===== src/rtl/lif_pkg.sv =====
// lif_pkg: shared constants, result-record type and saturating add for the
// LIF neuron array (lif_array, lif_update_core).
package lif_pkg;

  // Default configuration.
  localparam int unsigned LIF_N_CH      = 4;
  localparam int unsigned LIF_W         = 8;
  localparam int unsigned LIF_FRAC      = 8;
  localparam int unsigned LIF_THR_INIT  = 100;
  localparam int unsigned LIF_BETA_INIT = 224;
  localparam int unsigned LIF_INC       = 295;
  localparam int unsigned LIF_DEC       = 244;
  localparam int unsigned LIF_THR_MAX   = 220;
  localparam int unsigned LIF_THR_MIN   = 8;
  localparam int unsigned LIF_BETA_MAX  = 220;
  localparam int unsigned LIF_BETA_MIN  = 128;
  localparam int unsigned LIF_REFRAC    = 2;

  // Record fields are sized for the widest supported configuration;
  // lif_array uses the low CW / W bits.
  localparam int unsigned LIF_REC_CW = 8;
  localparam int unsigned LIF_REC_W  = 16;

  typedef struct packed {
    logic [LIF_REC_CW-1:0] ch;
    logic [LIF_REC_W-1:0]  state;
    logic                  spike;
  } lif_rec_t;

  // Unsigned a+b clamped to 2^w-1 (w <= 32).
  function automatic logic [31:0] sat_add(input logic [31:0] a,
                                          input logic [31:0] b,
                                          input int unsigned w);
    logic [32:0] sum;
    logic [32:0] lim;
    sum = {1'b0, a} + {1'b0, b};
    lim = (33'(1) << w) - 33'(1);
    return (sum > lim) ? 32'(lim) : 32'(sum);
  endfunction

endpackage


===== src/rtl/lif_update_core.sv =====
// lif_update_core: combinational single-neuron LIF update.
// Inputs : s_i/t_i/b_i (pre-update state, threshold, beta), r_i (refractory
//          count, only with LIF_REFRACTORY_EN), cur_i, learn_thr_i, learn_beta_i.
// Outputs: new_s_c_o/new_t_c_o/new_b_c_o/new_r_c_o next values, spike_c_o.
// Macro  : LIF_REFRACTORY_EN adds the refractory counter path.
module lif_update_core
  import lif_pkg::*;
#(
  parameter int unsigned W        = LIF_W,
  parameter int unsigned FRAC     = LIF_FRAC,
  parameter int unsigned INC      = LIF_INC,
  parameter int unsigned DEC      = LIF_DEC,
  parameter int unsigned THR_MAX  = LIF_THR_MAX,
  parameter int unsigned THR_MIN  = LIF_THR_MIN,
  parameter int unsigned BETA_MAX = LIF_BETA_MAX,
  parameter int unsigned BETA_MIN = LIF_BETA_MIN
`ifdef LIF_REFRACTORY_EN
  ,
  parameter int unsigned REFRAC   = LIF_REFRAC,
  parameter int unsigned RW       = 2
`endif
) (
  input  logic [W-1:0]    s_i,
  input  logic [W-1:0]    t_i,
  input  logic [FRAC-1:0] b_i,
`ifdef LIF_REFRACTORY_EN
  input  logic [RW-1:0]   r_i,
  output logic [RW-1:0]   new_r_c_o,
`endif
  input  logic [W-1:0]    cur_i,
  input  logic            learn_thr_i,
  input  logic            learn_beta_i,
  output logic [W-1:0]    new_s_c_o,
  output logic [W-1:0]    new_t_c_o,
  output logic [FRAC-1:0] new_b_c_o,
  output logic            spike_c_o
);

  localparam int unsigned PW = W + FRAC;
  localparam int unsigned TW = W + 9;
  localparam int unsigned BW = FRAC + 9;

  localparam logic [W-1:0]    THR_MAX_V  = W'(THR_MAX);
  localparam logic [W-1:0]    THR_MIN_V  = W'(THR_MIN);
  localparam logic [FRAC-1:0] BETA_MAX_V = FRAC'(BETA_MAX);
  localparam logic [FRAC-1:0] BETA_MIN_V = FRAC'(BETA_MIN);

  logic [PW-1:0] leak_prod;
  logic [W-1:0]  leak;
  logic [W-1:0]  integ;
  logic [TW-1:0] t_up_prod;
  logic [TW-1:0] t_dn_prod;
  logic [BW-1:0] b_up_prod;
  logic [BW-1:0] b_dn_prod;

  // Full-width products, truncated by the fixed-point shift.
  assign leak_prod = PW'(s_i) * PW'(b_i);
  assign leak      = W'(leak_prod >> FRAC);
  assign integ     = W'(sat_add(32'(cur_i), 32'(leak), W));
  assign t_up_prod = TW'(t_i) * TW'(INC);
  assign t_dn_prod = TW'(t_i) * TW'(DEC);
  assign b_up_prod = BW'(b_i) * BW'(INC);
  assign b_dn_prod = BW'(b_i) * BW'(DEC);

  // Refractory > fire > integrate.
  always_comb begin
    new_s_c_o = s_i;
    new_t_c_o = t_i;
    new_b_c_o = b_i;
    spike_c_o = 1'b0;
`ifdef LIF_REFRACTORY_EN
    new_r_c_o = r_i;
    if (r_i != '0) begin
      new_s_c_o = '0;
      new_r_c_o = r_i - RW'(1);
    end else
`endif
    if (s_i >= t_i) begin
      new_s_c_o = '0;
      spike_c_o = 1'b1;
`ifdef LIF_REFRACTORY_EN
      new_r_c_o = RW'(REFRAC);
`endif
      if (learn_thr_i && (t_i < THR_MAX_V))   new_t_c_o = W'(t_up_prod >> 8);
      if (learn_beta_i && (b_i < BETA_MAX_V)) new_b_c_o = FRAC'(b_up_prod >> 8);
    end else begin
      new_s_c_o = integ;
      if (learn_thr_i && (t_i > THR_MIN_V))   new_t_c_o = W'(t_dn_prod >> 8);
      if (learn_beta_i && (b_i > BETA_MIN_V)) new_b_c_o = FRAC'(b_dn_prod >> 8);
    end
  end

endmodule


===== src/rtl/lif_array.sv =====
// lif_array: N_CH time-multiplexed leaky integrate-and-fire neurons sharing
// one lif_update_core. Each accepted sample does a single-cycle
// read-modify-write of its channel and yields one result record.
// Ports: clk, rst_n (sync, active-low)
//        in_valid/in_ready/in_ch/in_current/learn_thr/learn_beta : sample in
//        out_valid/out_ready/out_ch/out_state/out_spike          : record out
// Macro : LIF_REFRACTORY_EN enables per-channel refractory counters.
module lif_array
  import lif_pkg::*;
#(
  parameter int unsigned N_CH      = LIF_N_CH,
  parameter int unsigned W         = LIF_W,
  parameter int unsigned FRAC      = LIF_FRAC,
  parameter int unsigned THR_INIT  = LIF_THR_INIT,
  parameter int unsigned BETA_INIT = LIF_BETA_INIT,
  parameter int unsigned INC       = LIF_INC,
  parameter int unsigned DEC       = LIF_DEC,
  parameter int unsigned THR_MAX   = LIF_THR_MAX,
  parameter int unsigned THR_MIN   = LIF_THR_MIN,
  parameter int unsigned BETA_MAX  = LIF_BETA_MAX,
  parameter int unsigned BETA_MIN  = LIF_BETA_MIN,
  parameter int unsigned REFRAC    = LIF_REFRAC,
  localparam int unsigned CW       = $clog2(N_CH)
) (
  input  logic          clk,
  input  logic          rst_n,
  input  logic          in_valid,
  output logic          in_ready,
  input  logic [CW-1:0] in_ch,
  input  logic [W-1:0]  in_current,
  input  logic          learn_thr,
  input  logic          learn_beta,
  output logic          out_valid,
  input  logic          out_ready,
  output logic [CW-1:0] out_ch,
  output logic [W-1:0]  out_state,
  output logic          out_spike
);

  // Elaboration-time legality checks.
  if (N_CH < 2) begin : g_chk_nch
    $error("lif_array: N_CH must be at least 2");
  end
  if ((W > LIF_REC_W) || (CW > LIF_REC_CW)) begin : g_chk_rec
    $error("lif_array: W or CW exceeds record field width");
  end
  if (((THR_MAX * INC) >> 8) >= (1 << W)) begin : g_chk_thr
    $error("lif_array: THR_MAX*INC>>8 does not fit in W bits");
  end
  if (((BETA_MAX * INC) >> 8) >= (1 << FRAC)) begin : g_chk_beta
    $error("lif_array: BETA_MAX*INC>>8 does not fit in FRAC bits");
  end
  if (REFRAC > 255) begin : g_chk_refrac
    $error("lif_array: REFRAC out of range");
  end

  logic          accept_c;
  logic          ch_ok_c;
  logic [CW-1:0] idx_c;

  logic [W-1:0]    state_q [N_CH];
  logic [W-1:0]    thr_q   [N_CH];
  logic [FRAC-1:0] beta_q  [N_CH];

  logic [W-1:0]    new_s_c;
  logic [W-1:0]    new_t_c;
  logic [FRAC-1:0] new_b_c;
  logic            spike_c;

  lif_rec_t rec_d;
  lif_rec_t rec_q;
  logic     out_valid_q;
  logic     unused_rec_c;

  // Single output register, no skid: accept only when the slot frees up.
  assign in_ready = !out_valid_q || out_ready;
  assign accept_c = in_valid && in_ready;
  assign ch_ok_c  = 32'(in_ch) < N_CH;
  assign idx_c    = ch_ok_c ? in_ch : '0;

`ifdef LIF_REFRACTORY_EN
  localparam int unsigned RW = (REFRAC > 0) ? $clog2(REFRAC + 1) : 1;

  logic [RW-1:0] rcnt_q [N_CH];
  logic [RW-1:0] new_r_c;

  // Refractory counters.
  always_ff @(posedge clk) begin
    if (!rst_n) begin
      for (int unsigned i = 0; i < N_CH; i++) rcnt_q[i] <= '0;
    end else if (accept_c && ch_ok_c) begin
      rcnt_q[idx_c] <= new_r_c;
    end
  end
`endif

  lif_update_core #(
    .W        (W),
    .FRAC     (FRAC),
    .INC      (INC),
    .DEC      (DEC),
    .THR_MAX  (THR_MAX),
    .THR_MIN  (THR_MIN),
    .BETA_MAX (BETA_MAX),
    .BETA_MIN (BETA_MIN)
`ifdef LIF_REFRACTORY_EN
    ,
    .REFRAC   (REFRAC),
    .RW       (RW)
`endif
  ) u_core (
    .s_i          (state_q[idx_c]),
    .t_i          (thr_q[idx_c]),
    .b_i          (beta_q[idx_c]),
`ifdef LIF_REFRACTORY_EN
    .r_i          (rcnt_q[idx_c]),
    .new_r_c_o    (new_r_c),
`endif
    .cur_i        (in_current),
    .learn_thr_i  (learn_thr),
    .learn_beta_i (learn_beta),
    .new_s_c_o    (new_s_c),
    .new_t_c_o    (new_t_c),
    .new_b_c_o    (new_b_c),
    .spike_c_o    (spike_c)
  );

  // Channel storage; write-back in the accept cycle so the next sample
  // to the same channel sees the updated values.
  always_ff @(posedge clk) begin
    if (!rst_n) begin
      for (int unsigned i = 0; i < N_CH; i++) begin
        state_q[i] <= '0;
        thr_q[i]   <= W'(THR_INIT);
        beta_q[i]  <= FRAC'(BETA_INIT);
      end
    end else if (accept_c && ch_ok_c) begin
      state_q[idx_c] <= new_s_c;
      thr_q[idx_c]   <= new_t_c;
      beta_q[idx_c]  <= new_b_c;
    end
  end

  // Out-of-range channels produce an all-zero record.
  always_comb begin
    rec_d    = '0;
    rec_d.ch = LIF_REC_CW'(in_ch);
    if (ch_ok_c) begin
      rec_d.state = LIF_REC_W'(new_s_c);
      rec_d.spike = spike_c;
    end
  end

  // Output record register.
  always_ff @(posedge clk) begin
    if (!rst_n) begin
      out_valid_q <= 1'b0;
      rec_q       <= '0;
    end else if (accept_c) begin
      out_valid_q <= 1'b1;
      rec_q       <= rec_d;
    end else if (out_ready) begin
      out_valid_q <= 1'b0;
    end
  end

  assign out_valid    = out_valid_q;
  assign out_ch       = rec_q.ch[CW-1:0];
  assign out_state    = rec_q.state[W-1:0];
  assign out_spike    = rec_q.spike;
  assign unused_rec_c = ^{rec_q.ch, rec_q.state};

endmodule


===== config.mk =====
export PLATFORM = sky130hd
export DESIGN_NAME = lif_array
export DESIGN_NICKNAME = d
export VERILOG_FILES = /design/src/rtl/lif_pkg.sv /design/src/rtl/lif_update_core.sv /design/src/rtl/lif_array.sv
export SDC_FILE = /design/constraint.sdc
export NUM_CORES = 1
export LEC_CHECK = 0
export ABC_AREA = 1
export CORE_MARGIN = 10
export CORE_UTILIZATION = 58
export CTS_CLUSTER_SIZE = 24
export DETAILED_ROUTE_END_ITERATION = 10
export PLACE_DENSITY = 0.78
export RECOVER_POWER = 25
export SLEW_MARGIN = 40
export SYNTH_ARGS = -nofsm -noshare
export SYNTH_HDL_FRONTEND = slang
export SYNTH_SLANG_ARGS = --single-unit

===== constraint.sdc =====
create_clock -name clk -period 7.6 [get_ports clk]
set_input_delay 1.14 -clock clk [delete_from_list [all_inputs] [get_ports clk]]
set_output_delay 1.14 -clock clk [all_outputs]
set_load 0.05 [all_outputs]

; Yosys cells after proc, flatten, opt, wreduce, memory -nomap -nowiden
; Memories as Yosys holds them, arrays and structs flattened.
; Cells that the tools add are included.
[classes]
add_sub_neg = 1
n_mul = 5
magnitude_cmp = 6
muxes = 24
n_reduce_logical = 11
[ops]
columns = operator, n
row1 = 8-bit two-way mux, 11
row2 = 8-bit by 9-bit multiplier with 16-bit output (second input constant), 2
row3 = 8-bit by 6-bit multiplier with 14-bit output (second input constant), 2
row4 = 8-bit OR reduction, 3
row5 = 8-bit < comparator (second input constant), 2
row6 = 8-bit by 8-bit multiplier with 16-bit output, 1
row7 = 1-bit two-way mux, 10
row8 = 8-bit by 8-bit adder with 9-bit output, 1
row9 = 9-bit by 8-bit > comparator with 1-bit output (second input constant), 1
row10 = 8-bit greater-or-equal comparator, 1
row11 = 8-bit by 4-bit > comparator with 1-bit output (second input constant), 1
row12 = 8-bit > comparator (second input constant), 1
row13 = 2-bit two-way mux, 3
row14 = 1-bit logical AND, 5
row15 = 2-bit nonzero test, 1
row16 = 1-bit logical NOT, 1
row17 = 1-bit logical OR, 1
[totals]
regBits = 12
ramBits = 96
in_bits = 16
output_inout_bits = 13
wordCells = 54
memories = 3
[mem_list]
columns = memory, depth, width, rd, rd_ports_with_merged_regs, wr, line
row1 = beta_q, 4, 8, 1, 0, 4, lif_array.sv:63  ; logic [FRAC-1:0] beta_q [N_CH];
row2 = state_q, 4, 8, 1, 0, 4, lif_array.sv:61  ; logic [W-1:0] state_q [N_CH];
row3 = thr_q, 4, 8, 1, 0, 4, lif_array.sv:62  ; logic [W-1:0] thr_q [N_CH];

; Depth between registers and ports, before layout
[logic_depth]
word_depth = 8
mapped_depth = 34
ltp_nobuf = 31

; Hierarchy
; From an unflattened synthesis, not the netlist that was laid out.
[hier_totals]
hier_cells = 1605
area_unflattened_um2 = 12610.8
[modules_own_cells]
columns = mod, instances, cells_each, area_per_inst_um2
row1 = lif_update_core, 1, 1174, 7982.7
row2 = lif_array, 1, 431, 4628.2

; Worst setup path after synthesis
; OpenSTA, ideal clock, no wires.
[synth_timing]
path_kind = input to register
start = input port in_ch[1]
end = memory state_q[3][5] in the netlist's numbering, data pin
setup_time_ns = 0.268
t_arrival_ns = 6.877
t_required_ns = 7.332
slack_ns = 0.454
cell_stages = 25
path_cell_list = buf_4 > inv_4 > buf_6 > buf_6 > a21oi_1 > a32oi_2 > inv_2 > nor2_1 > fa_1 > fa_1 > fa_1 > inv_1 > fa_1 > inv_1 > ha_1 > a21oi_1 > o21ai_0 > o21bai_2 > xor2_1 > fa_1 > a21oi_1 > o21bai_1 > a31o_2 > o21ai_0 > inv_1
[synth_rtl]
columns = element, line
row1 = start: declaration, lif_array.sv:29  ; input logic [CW-1:0] in_ch,
row2 = end: declaration, lif_array.sv:61

==> impl_results.md <==
- CTS tree: built
- CP startpoint kind: input pin
- Min-delay src: out_state[4]
- Synth Cell Area: 12600 sq um
- Final HPWL DP: 24200 microns
- Residual DRC count: 0
- Initial Util: 0.594
- Die outline area: 28000 sq um
- Buf+Inv Stages, Crit Path: 6
- Ys flop type: edfxtp_1
- Vias/cell: 5.67
- Wire per inst: 16.8 microns
- Pwr per Cell Area: 368 nW/um^2
- Antenna diodes: 0
- Detailed Route WL: 30800 microns
- Die X: 167 microns
- Pre-CTS setup slack: 0.0144 ns
- Worst rel slew slack: -0.0578
- Worst skew pair latency: 0.35 ns
- Crit-path max cell delay: 0.58 ns
- Seq/Total Area, Yosys: 0.248
- Clk_skew: 0.0121 ns
- Max IR drop VDD: 510 uV
- Data required, critical path: 7.67 ns
- Die Y: 167 microns
- Core ar.: 21200 sq um
- Area contributors post-synth: edfxtp_1 23%, ha_1 19%, fa_1 14%, nand2_1 9.4%, inv_1 6.6%
- Synth area leader: edfxtp_1
- Share of cells above drive strength 1: 0.0848
- CP Capture Type: register
- Violations in the final reports: capacitance limit, slew limit
- Number of clock sinks: 108
- Worst setup margin: 0.585 ns
- Reg clk slew, reported paths: 0.08 ns
- Root buf cell: clkbuf_16
- Hold Violations, Final: 0
- Setup TNS: 0 ns
- Leakage: 0.00669 uW
- Worst EP arrival: 7.09 ns
- Outcome: finished with violations
- DR iter-0 viols: 755
- CTS Buffer Depth: 2
- Hold Path Stages: 2
- RSZ-0062 raised after global routing: false
- Number of port buffers: 28
- Total track usage: 0.221
- Mapped Cells: 1507
- Final nets: 1844
- Yosys reg bits: 108
- Worst slew pin tran: 1.59 ns
- Hold Path Sink: out_state[4]
- Slew Limit Fails: 25
- Cts bufs inserted: 9
- CP max stage cell: fa_1
- R2R Path Start: state_q[1][5]
- Via count: 10400
- Mapped Nets: 1799
- Post-synth top cells: 315 x nand2_1, 220 x inv_1, 190 x ha_1
- Global-route wire length before repair: 51800 microns
- Top cell type's share of synthesized area: 0.229
- Gp weighted congestion: 0.896
- Setup slack, reg-to-reg: 1.56 ns
- Pin count of the biggest net entering global routing: 54
- Netlist cell types: 55
- Synthesized area per cell: 8.34 sq um
- Period utilization: 0.923
- Syn. warnings: 0
- Final setup vio count: 0
- Top-count cell post-synth: nand2_1
- First-pass DRT Iterations: 5
- Post-DRT Antenna Nets: 0
- Number of synthesized flops with an enable pin: 96
- Aggregate global routing overflow: 0
- H-tree Lvls: 3
- Initial antenna violation count: 0
- Io pins: 29
- Fmax: 143 MHz
- Critical R2R Capture: state_q[0][7]
- CP delay by family, top: adder cells
- Ys async rst share: 0
- Max-cap viol count: 1
- Crit-path max FO: 11
- Cts hold-fix bufs: 0
- Area Growth Syn to Fin: 7.39%
- R2R depth: 27
- Number of global-route vias before repair: 10500
- Final worst path period need: 7.01 ns
- Std-Cell Rows: 53
- Crit path kind: in2reg
- Hold/Removal Path Class: reg2reg
==> worst register-to-register path, cell delays in order, from the launching register on <==
cell,delay [ns]
edfxtp_1,0.33
nand2_1,0.07
a32oi_2,0.30
inv_1,0.21
nor2_1,0.17
fa_1,0.45
fa_1,0.48
fa_1,0.58
inv_1,0.07
fa_1,0.54
inv_1,0.04
ha_1,0.36
nand2_1,0.11
nor2_1,0.15
nand4_1,0.09
inv_1,0.06
nand4_1,0.09
nand2_1,0.12
xor2_1,0.22
ha_1,0.31
a21oi_1,0.19
nor2_1,0.06
a211oi_1,0.18
o31ai_1,0.13
xnor2_1,0.15
nand2_1,0.07
nand2_1,0.17
nor2_1,0.07
==> what timing repair did <==
| item | CTS | global route |
|---|---|---|
| endpoints found under the hold margin | 0 | 0 |
| gates resized for setup | 0 | 7 |
| buffers inserted | 0 | 0 |
| endpoints found under the setup margin | 0 | 8 |
==> how the worst max path moves through the flow <==
stage,startpoint,to,slack [ns],cells after the start
2_1_floorplan,in_ch[1],state_q[3][5],0.45,25
3_3_place_gp,in_ch[1],state_q[0][7],0.12,29
3_5_place_dp,in_ch[1],state_q[0][7],0.01,29
4_1_cts,in_ch[1],state_q[0][7],0.32,29
5_1_grt,in_ch[0],state_q[0][7],0.18,29
6_report,in_ch[1],state_q[0][7],0.59,29
==> state kept, by name (all words and copies together) (netlist names) <==
register   flops
beta_q        32
out_ch         2
out_spike      1
out_state      8
out_valid      1
state_q       32
thr_q         32
==> power by group <==
part	internal [uW]	switching (uW)	total, uW	leakage (uW)
clock	230	221	450	0.000138
combinational	1420	2350	3770	0.00553
sequential	724	20.3	744	0.00103
total	2370	2600	4970	0.00669
==> layer usage <==
layer / vias up / part of all wire / GRT usage
li1: 5045 / - / -
met1: 4938 / 0.41 / 0.269
met2: 341 / 0.51 / 0.397
met3: 56 / 0.051 / 0.0255
met4: 0 / 0.025 / 0.0696
met5: - / 0 / 0
==> cells in the final DEF (no fill, tap or decap), drive strengths merged, types with 12 or more instances in the layout <==
master       Yosys  final
nor3            13     13
nand3          135    135
dfxtp           12     12
nand2          339    339
a21oi           85     85
o21ai           39     39
clkbuf           6     12
fa              86     86
nand4           18     18
buf             24     34
dlygate4sd3      0     15
edfxtp          96     96
ha             190    190
nor2           156    156
inv            234    238
==> area by class of cell <==
cell class,instances,area (sq um)
well taps,275,344
flip-flops and latches,108,3120
repair buffers,63,546
inverters,235,901
clock inverters,6,53.8
fillers,1801,7650
clock buffers,10,229
multi-input cells,1134,8300
repair inverters,1,5.00
==> metrics by stage <==
| step | std cells | cell area (sq um) | total power [uW] | util | hold WS, ns |
|---|---|---|---|---|---|
| global route | 1832 | 13500 | 5570 | 0.638 | 0.503 |
| global placement | 1814 | 13200 | 4440 | 0.625 | 0.468 |
| floorplan | 1507 | 12600 | 3590 | - | 0.701 |
| CTS | 1831 | 13500 | 4960 | 0.639 | 0.478 |
| finish | 1832 | 13500 | 4970 | 0.638 | 0.471 |
| detailed placement | 1815 | 13200 | 4490 | 0.626 | 0.467 |
==> logic make-up (layout without fill, tap and decap cells) <==
group           Yosys count  count (layout)  synth area share
xor+xnor                 17              17            0.0118
buf+inv                 265             315            0.0912
simple gates            674             674             0.240
fa+ha+maj               276             276             0.326
flops                   108             108             0.248
compound gates          167             167            0.0827
(Power assumes the default switching activity.)
